**config.mk**
```make
export PLATFORM = sky130hd
export DESIGN_NAME = bram_capture_ctrl
export DESIGN_NICKNAME = d
export VERILOG_FILES = /design/src/rtl/bram_capture_ctrl.sv
export SDC_FILE = /design/constraint.sdc
export NUM_CORES = 1
export LEC_CHECK = 0
export CORE_MARGIN = 5
export CORE_UTILIZATION = 42
export DETAILED_ROUTE_END_ITERATION = 8
export PLACE_DENSITY = 0.78
export REMOVE_ABC_BUFFERS = 1
export SLEW_MARGIN = 0
export SYNTH_ARGS = -nofsm -noshare
export SYNTH_HDL_FRONTEND = slang
export SYNTH_SLANG_ARGS = --single-unit
```
**constraint.sdc**
```tcl
create_clock -name clk -period 3.45 [get_ports clk]
set_input_delay 0.345 -clock clk [delete_from_list [all_inputs] [get_ports clk]]
set_output_delay 0.345 -clock clk [all_outputs]
set_load 0.02 [all_outputs]
```
**src/rtl/bram_capture_ctrl.sv**
```systemverilog
// Triggered snapshot controller: arms on request, waits for a trigger, then writes
// a decimated window of the DSP sample stream into the host capture BRAM.
module bram_capture_ctrl #(
    parameter int ADDRWIDTH = 13,
    parameter int DATAWIDTH = 64,
    parameter int DECWIDTH  = 8
) (
    input  logic                   clk,
    input  logic                   reset,
    input  logic                   arm,
    input  logic                   abort,
    input  logic                   trig,
    input  logic                   force_trig,
    input  logic                   din_valid,
    input  logic [DATAWIDTH-1:0]   din,
    input  logic [ADDRWIDTH:0]     len,
    input  logic [DECWIDTH-1:0]    decim,
    output logic [ADDRWIDTH-1:0]   bram_addr,
    output logic [DATAWIDTH/8-1:0] bram_we,
    output logic [DATAWIDTH-1:0]   bram_data,
    output logic                   busy,
    output logic                   armed,
    output logic                   done,
    output logic [ADDRWIDTH:0]     wr_count
);

    localparam int CNTWIDTH = ADDRWIDTH + 1;

    typedef enum logic [1:0] {IDLE, ARMED, CAPTURE, DONE} state_t;

    state_t              state, state_next;
    logic [CNTWIDTH-1:0] len_q;
    logic [DECWIDTH-1:0] decim_q;
    logic [DECWIDTH-1:0] dec_cnt, dec_next;
    logic                trig_hit;
    logic                accept;
    logic                last_write;

    assign trig_hit = trig | force_trig;

    // busy/armed are registered from the next state so they track the state register exactly.
    always_ff @(posedge clk or posedge reset) begin
        if (reset) begin
            state <= IDLE;
            busy  <= 1'b0;
            armed <= 1'b0;
        end else begin
            // NOTE: sequential state uses non-blocking assignments so every register samples pre-edge values.
            state <= state_next;
            busy  <= (state_next == ARMED) || (state_next == CAPTURE);
            armed <= (state_next == ARMED);
        end
    end

    always_comb begin
        // NOTE: default assignment first keeps this block free of inferred latches.
        state_next = state;
        if (abort) begin
            state_next = IDLE;
        end else if (arm) begin
            state_next = ARMED;
        end else begin
            case (state)
                ARMED:   if (trig_hit) state_next = last_write ? DONE : CAPTURE;
                CAPTURE: if (last_write) state_next = DONE;
                default: state_next = state;
            endcase
        end
    end

    // The trigger cycle behaves like a capture cycle with the decimation counter at zero.
    always_comb begin
        accept   = 1'b0;
        dec_next = dec_cnt;
        case (state)
            ARMED: begin
                if (trig_hit) begin
                    accept   = din_valid;
                    dec_next = din_valid ? decim_q : '0;
                end
            end
            CAPTURE: begin
                if (din_valid) begin
                    accept   = (dec_cnt == '0);
                    dec_next = (dec_cnt == '0) ? decim_q : dec_cnt - DECWIDTH'(1);
                end
            end
            default: begin
                accept   = 1'b0;
                dec_next = dec_cnt;
            end
        endcase
        if (abort || arm) accept = 1'b0;
        last_write = accept && ((wr_count + CNTWIDTH'(1)) == len_q);
    end

    always_ff @(posedge clk or posedge reset) begin
        if (reset) begin
            len_q     <= '0;
            decim_q   <= '0;
            dec_cnt   <= '0;
            wr_count  <= '0;
            done      <= 1'b0;
            bram_addr <= '0;
            bram_we   <= '0;
            bram_data <= '0;
        end else begin
            bram_we <= '0;
            if (abort) begin
                dec_cnt <= '0;
            end else if (arm) begin
                len_q    <= (len == '0) ? (CNTWIDTH'(1) << ADDRWIDTH) : len;
                decim_q  <= decim;
                dec_cnt  <= '0;
                wr_count <= '0;
                done     <= 1'b0;
            end else begin
                dec_cnt <= dec_next;
                if (accept) begin
                    bram_we   <= '1;
                    bram_addr <= wr_count[ADDRWIDTH-1:0];
                    bram_data <= din;
                    wr_count  <= wr_count + CNTWIDTH'(1);
                    if (last_write) done <= 1'b1;
                end
            end
        end
    end

endmodule

```
Yosys cells after proc, flatten, opt, wreduce, memory -nomap -nowiden
Index checks and enable logic that the tools add are counted.

Flip-flop bits (word level): 134. Input bits: 93. Output and inout port bits: 102. Word-level logic and storage cells: 62.

Add/subtract/negate cells: 2. Equal/unequal tests: 7. Muxes and demuxes: 26. Bitwise gates (word level): 3. Reduce and logical (&&, ||, !) cells: 13.

Operator list (count): 8-bit two-way mux (9); 14-bit two-way mux (3); 8-bit one-hot mux with 2 select lines (1); 14-bit by 1-bit adder with 14-bit output, second input constant (1); 14-bit == test (1); 14-bit logical NOT (1); 3-bit AND reduction (3); 8-bit logical NOT (1); 2-bit two-way mux (4); 4-bit != test, second input constant (2); 8-bit by 1-bit subtractor with 8-bit output, second input constant (1); 1-bit two-way mux (7); 2-bit by 1-bit == test with 1-bit output, second input constant (2); 2-bit == test, second input constant (2); 2-bit one-hot mux with 2 select lines (1); 2-bit AND reduction (2); 2-bit nonzero test (2); 4-bit nonzero test (1); 1-bit logical OR (2); 1-bit inverter (2); 1-bit one-hot mux with 2 select lines (1); 1-bit logical AND (1); 1-bit OR (1).

Logic depth before layout (Yosys ltp)
Gate-level depths: netlist of run 1.

Depth after elaboration: 12. Gate-level depth with buffers: 10.

Worst setup path before layout of run 1
Ideal clock, no wire load.

Path kind: reg-to-reg. Start: reg wr_count[0]. End: reg busy. Library setup time: 63 ps. Data arrival time: 2536 ps. Data required time: 3387 ps. Setup slack: 851 ps. Stages on the path, launching flop included: 10. Path buffers: 0. Clock period less this slack: 2599 ps. Path through: dfrtp_1 > ha_1 > nand3_1 > nor3_1 > o21ai_1 > a2111oi_2 > a31oi_1 > a211oi_2 > ha_1 > inv_1.

Word-level cells in the longest chain between the ends: 10.

RTL lines: start: declaration (RTL line 24) `output logic [ADDRWIDTH:0] wr_count`; start signal: assignment (RTL line 123) `wr_count <= wr_count + CNTWIDTH'(1);`; 14-bit by 1-bit adder with 14-bit output * (RTL line 94) `last_write = accept && ((wr_count + CNTWIDTH'(1)) == len_q);`; 14-bit == test * (RTL line 94); 1-bit logical AND * (RTL line 94); 1-bit two-way mux (RTL line 64) `ARMED: if (trig_hit) state_next = last_write ? DONE : CAPTURE;`; 2-bit two-way mux (RTL line 64); 2-bit one-hot mux with 2 select lines * (RTL line 63) `case (state)`; 2-bit two-way mux * (RTL line 60) `end else if (arm) begin`; 2-bit two-way mux * (RTL line 58) `if (abort) begin`; via state_next[0] (RTL line 31) `state_t state, state_next;`; 2-bit by 1-bit == test with 1-bit output / 2-bit == test (equally long branches) (RTL line 50) `busy <= (state_next == ARMED) || (state_next == CAPTURE);`; 1-bit logical OR * (RTL line 50); end signal: assignment (RTL line 50); end: declaration (RTL line 21) `output logic busy,`.

Mark *: on every way through the listed nets, which the timed path passes. The rest lies on a longest branch. A chain may end at the register's enable or synchronous reset.

Worst setup path in the final report of run 1
Ends and elaborated chain as after synthesis.

==> results of run 1 <==
-- state kept, by name, summed over array words and instances, names as in the netlist --
signal	flops
decim_q	8
bram_data	64
busy	1
armed	1
wr_count	14
len_q	14
dec_cnt	8
done	1
bram_addr	13
state	2
bram_we	1
-- power breakdown --
part	internal (W)	leakage, nW	total [W]	switching, W
Clock	0.00129	0.303	0.00198	0.000691
Combinational	0.000592	2.08	0.00122	0.000628
Sequential	0.00174	1.67	0.00188	0.000143
Total	0.00362	4.05	0.00509	0.00146
-- layer usage --
layer | wire [um] | vias up | track usage
met5 | 0 | - | 0
met4 | 399 | 0 | 0.0795
met3 | 973 | 28 | 0.0560
met2 | 8300 | 152 | 0.345
met1 | 6850 | 2419 | 0.259
li1 | - | 2558 | -
-- path summary, 6_finish.rpt --
| path | from | end | cells past startpoint |
|---|---|---|---|
| setup reg to reg | wr_count[0]$_DFFE_PP0P_ | busy$_DFF_PP0_ | 9 |
| setup / recovery | wr_count[0]$_DFFE_PP0P_ | busy$_DFF_PP0_ | 9 |
| hold / removal | reset | bram_data[57]$_DFFE_PP0P_ | 2 |
| hold reg to reg | bram_data[59]$_DFFE_PP0P_ | bram_data[59]$_DFFE_PP0P_ | 2 |
| max in group asynchronous | reset | bram_data[28]$_DFFE_PP0P_ | 3 |
| min in group clk | din[39] | bram_data[39]$_DFFE_PP0P_ | 3 |
-- worst max-delay path: stages, from the launching register on --
cell,delay [ps]
dfrtp_1,510
ha_1,290
nand3_1,250
nor3_1,400
o21ai_1,160
a2111oi_2,490
nand4_1,180
a211oi_2,270
ha_1,270
inv_1,50
-- synth_stat cells, drive strengths merged (2+ instances only) --
library cell,instances
o311ai,2
and4,4
or2,2
nand4,6
ha,7
nor2b,3
buf,23
clkbuf,18
inv,12
and2,3
nand3,10
xor2,8
nor3b,2
o31ai,8
dfrtp,127
xnor2,5
nor3,12
a21oi,19
nor2,19
and3,4
nand2b,4
o41ai,2
or3,3
nor4,4
a211oi,2
nand2,304
o21ai,38
a31oi,2
-- metrics by stage --
step | std cells | setup WS (ps) | hold WS (ps)
2_1_floorplan | 632 | -1910 | 411
5_1_grt | 1047 | 264 | 450
3_3_place_gp | 1015 | 672 | 456
3_5_place_dp | 1015 | 592 | 461
4_1_cts | 1047 | 559 | 435
6_report | 1047 | 536 | 429
-- final cells by class --
class                           instances  share of cell area
Sequential cell                       127               0.373
Multi-Input combinational cell        493               0.279
Timing Repair Buffer                  203               0.239
Clock buffer                           17              0.0499
Clock inverter                         15              0.0272
Tap cell                              180              0.0264
Inverter                               12             0.00558
-- kinds of logic (layout without fill, tap and decap cells) --
| group | after synthesis | count (layout) |
|---|---|---|
| muxes | 1 | 1 |
| xor gates and xnor gates | 14 | 14 |
| DFF | 127 | 127 |
| AOI/OAI and AO/OA | 85 | 85 |
| buffers and inverters | 53 | 247 |
| adders and majority gates | 8 | 8 |
| and+or+nand+nor | 385 | 385 |
==> impl_metrics.yaml, run 1 <==
logic_synthesis:
  synthAdderAreaFrac: 0.0168
  synth_cell_types: 56
  syn_avg_cell_area_um2: 8.62
  synth_xor_xnor_area_share: 0.0237
  synth_seq_cells: 127
  synth_top_family_by_area: "simple AND/OR/NAND/NOR gates"
  synth_area_leader_cell: "dfrtp_1"
  synthMuxAreaShare: 0.00173
  synthArstFlopShare: 1.00
  synth_compound_area_frac: 0.0891
  synth_cells: 673
  synth_top_area_frac: 0.548
  yosysSeqAreaShare: 0.548
  ys.flop_type: "dfrtp_1"
  synthTopCellsByArea: "dfrtp_1 (55%), nand2_1 (20%), o21ai_0 (1.9%), a21oi_1 (1.6%), ha_1 (1.5%)"
  synth_edf_count: 0
  syn-cell-area_um2: 5800
  synthSimpleGateAreaFrac: 0.278
  yosys_warnings: 0
worst_setup_path:
  crit_type: "reg2reg"
  end_kind: "flop"
  critPathArrivalTime_ps: 3270
  critPathRequiredTime_ps: 3810
  rrSetupSlack_ps: 540
  critPathLaunchType: "flop"
  crit_fanout: 9
global_routing:
  grt_max_degree: 99
  grt_usage: 0.208
  grt_pass1_vias: 5112
  grt_pass1_wl_mm: 26.7
  antenna_found_initial: 0
  grt-ovfl-total: 0
placed_design:
  postPlaceCellArea_um2: 7870
  gp_congestion: 0.878
  port_buffers: 194
  hpwl_mm: 11.7
timing:
  hold_viol_final: 0
  rsz0062_at_grt: "false"
  finalSetupViolations: 0
  skew_ps: 9.18
  finalCriticalPeriod_ps: 2910
  layout_worst_path_cycle_share: 0.845
  fmax_mhz: 343
  drv_slew: 0
  timing.setup.tns_ps: 0
  timing.slew.headroom: 0.338
  tightest_slew_ps: 994
cts:
  tritoncts: "done"
  h-tree-depth: 4
  cts_buffers: 17
  cts-root-buf: "clkbuf_16"
  insertion_delay_ps: 420
  post_cts_buffers: 0
  cts_hold_buffers: 0
  path_clk_slew_ps: 60
  cts_resized: 0
  clockBufferDepth: 2
  cts.sinks: 127
die:
  ioPinCount: 195
  start_util: 0.423
  row_count: 43
  core_area_um2: 13700
  die_y_um: 127
  dieArea_um2: 16300
  fp.dieW_um: 127
power:
  power_leakage_nw: 4.05
  power_w: 0.00509
  power_density_nw_per_um2: 597
  ir_drop_mv: 0.491
outcome:
  status: "finished, final reports clean"
drt:
  route.vias.total: 5157
  totalWireLength_mm: 16.5
  vias_per_cell: 4.93
  drc: 0
  drtIter0Drc: 297
  ant_nets: 0
  wl_per_cell_um: 15.8
  dr.pass1.iters: 5
cells_and_area:
  drive_gt1_frac: 0.0565
  fin_util: 0.621
  layout_commonest_cell: "nand2_1"
  area_delta_synth_final_pct: 47.0
  ff_latch_area_um2: 3180
  n_antenna_cell: 0
  multiInputGateArea_um2: 2380
  fillers: 1173
  nets: 954
  stdcell_area_um2: 8520
  final_cell_mix: "nand2_1 (303), clkdlybuf4s50_1 (194), dfrtp_1 (127)"
min_path:
  hp-class: "in2async"
run:
  maxCapViolCount: 0
Note: power is estimated with default switching activity, not from simulation.
==> run 2, diff against run 1 <==
CORE_UTILIZATION = 46   (was 42)
PLACE_DENSITY = 0.81   (was 0.78)
clock period = 2.81 ns   (was 3.45 ns; I/O delays follow)
==> run 2 against run 1 <==
  * Via count rose by 2.2%
  * Maximum frequency rose by 7.7%
  * Cell count barely moved
  * Cell area increased by 1.1%
  * First-iteration DRC count up 73%
  * Hold slack got worse by 160 ps
  * Power is 18% higher
  * Highest routed layer unchanged
  * Core utilization up 7.0 points
  * Global-route usage is 1.6 points higher
==> impl_metrics.yaml, run 2 (synthesis results as in run 1) <==
cts:
  cts_buffers: 17
  h-tree-depth: 4
  cts.sinks: 127
  cts-root-buf: "clkbuf_16"
  tritoncts: "done"
  path_clk_slew_ps: 50
  insertion_delay_ps: 410
  clockBufferDepth: 2
  cts_hold_buffers: 0
worst_setup_path:
  crit_fanout: 4
  end_kind: "flop"
  path_cells: "inv_1 -> ha_2 -> nor3_1 -> nor4bb_4 -> o2111ai_2 -> a2111oi_4 -> nand4_1 -> a211oi_2 -> ha_1 -> inv_1"
  critPathRequiredTime_ps: 3160
  crit_type: "reg2reg"
  critPathArrivalTime_ps: 3060
  cpMaxStageDelayCell: "a2111oi_4"
  critPathLaunchType: "flop"
  critPathMaxStageDelay_ps: 410
  cp_common_cell: "inv_1"
global_routing:
  grt_pass1_wl_mm: 26.1
  grt_usage: 0.223
  grt_max_degree: 99
  grt-ovfl-total: 0
  antenna_found_initial: 0
  grt_pass1_vias: 5185
cells_and_area:
  nets: 964
  fillers: 976
  largest_reg_flops: 64
  stdcell_area_um2: 8610
  top_regs: "bram_data (64), len_q (14), wr_count (14)"
  n_antenna_cell: 0
  final_cell_mix: "nand2_1 (303), clkdlybuf4s50_1 (194), dfrtp_1 (125)"
  fin_util: 0.691
  layout_commonest_cell: "nand2_1"
  area_delta_synth_final_pct: 48.6
  drive_gt1_frac: 0.0731
  regMostFlops: "bram_data"
power:
  power_leakage_nw: 4.09
  ir_drop_mv: 0.549
  power_density_nw_per_um2: 697
die:
  dieArea_um2: 15000
  core_area_um2: 12500
  die_y_um: 122
  fp.dieW_um: 122
  row_count: 41
  ioPinCount: 195
  start_util: 0.465
timing:
  finalSetupViolations: 0
  hold_viol_final: 0
  fmax_mhz: 370
  skew_ps: 8.33
  timing.setup.tns_ps: 0
  finalCriticalPeriod_ps: 2710
  hold_slack_ps: 273
  layout_worst_path_cycle_share: 0.963
  timing.slew.headroom: 0.383
  tightest_slew_ps: 922
  drv_slew: 0
drt:
  drtIter0Drc: 515
  wl_per_cell_um: 15.6
  drc: 0
  route.vias.total: 5272
  vias_per_cell: 5.03
  ant_nets: 0
  dr.pass1.iters: 5
  totalWireLength_mm: 16.3
run:
  maxCapViolCount: 0
placed_design:
  postPlaceCellArea_um2: 7930
  port_buffers: 194
  gp_congestion: 0.849
  hpwl_mm: 11.3
min_path:
  hp-class: "in2async"
outcome:
  status: "finished, final reports clean"
-- run 2: cell count changes in the layout (fill, tap and decap cells not counted), moves of 2 or more --
cell        delta
dfrtp_2        +2
ha_1           -2
clkinv_2       +4
dfrtp_1        -2
clkbuf_1       +5
bufinv_16      -2
clkbuf_8       +2
buf_4          +8
buf_12         +2
inv_6          -4
ha_2           +2
clkinvlp_4     -5
-- run 2: final cells by class --
| cell class | instances | area (um2) | area share |
|---|---|---|---|
| multi-input combinational | 493 | 2450 | 0.285 |
| inverter | 12 | 47.5 | 0.00552 |
| timing repair buffer | 213 | 2130 | 0.248 |
| tap | 172 | 215 | 0.0250 |
| sequential | 127 | 3180 | 0.369 |
| clock inverter | 7 | 110 | 0.0128 |
| clock buffer | 24 | 472 | 0.0548 |
-- run 2: path summary, 6_finish.rpt --
kind / endpoint / slack, ps / depth (start not counted) / startpoint
hold / removal: bram_data[45]$_DFFE_PP0P_ / 270 / 2 / reset
hold reg to reg: bram_data[27]$_DFFE_PP0P_ / 470 / 2 / bram_data[27]$_DFFE_PP0P_
setup reg to reg: busy$_DFF_PP0_ / 100 / 10 / state[0]$_DFF_PP0_
min in group clk: bram_data[11]$_DFFE_PP0P_ / 400 / 3 / din[11]
max in group asynchronous: dec_cnt[7]$_DFFE_PP0P_ / 1880 / 3 / reset
setup / recovery: busy$_DFF_PP0_ / 100 / 10 / state[0]$_DFF_PP0_
-- run 2: layer usage --
metal / global-route usage / up-vias / routed length (um)
met5: 0 / - / 0
met4: 0.0903 / 0 / 382
met3: 0.0576 / 31 / 1020
met2: 0.359 / 163 / 8090
met1: 0.289 / 2508 / 6850
li1: - / 2570 / -
-- run 2: power by group --
part / total [W] / internal, W / switching, W / leakage, nW
logic: 0.00152 / 0.000740 / 0.000783 / 2.14
clock network: 0.00217 / 0.00143 / 0.000740 / 0.288
registers: 0.00231 / 0.00214 / 0.000168 / 1.66
-- run 2: timing repair --
action,4_1_cts,5_1_grt
setup buffers,0,4
endpoints found under the setup margin,0,2
gates resized for setup,0,14
-- run 2: stage by stage --
step	cells	power, W	setup WS, ps
4_1_cts	1044	0.00604	74.8
6_report	1048	0.00600	104
3_3_place_gp	1013	0.00382	192
5_1_grt	1048	0.00628	-54.4
2_1_floorplan	632	0.00301	-2550
3_5_place_dp	1013	0.00385	80.5
-- run 2: worst max-delay path, delay by kind of cell (launching register included) --
family	cells	cell delay [ps]
AO/OA/AOI/OAI	3	900
adder cells (fa/ha/maj)	2	530
buffers and inverters	2	140
flip-flops	1	400
AND/OR/NAND/NOR	3	680
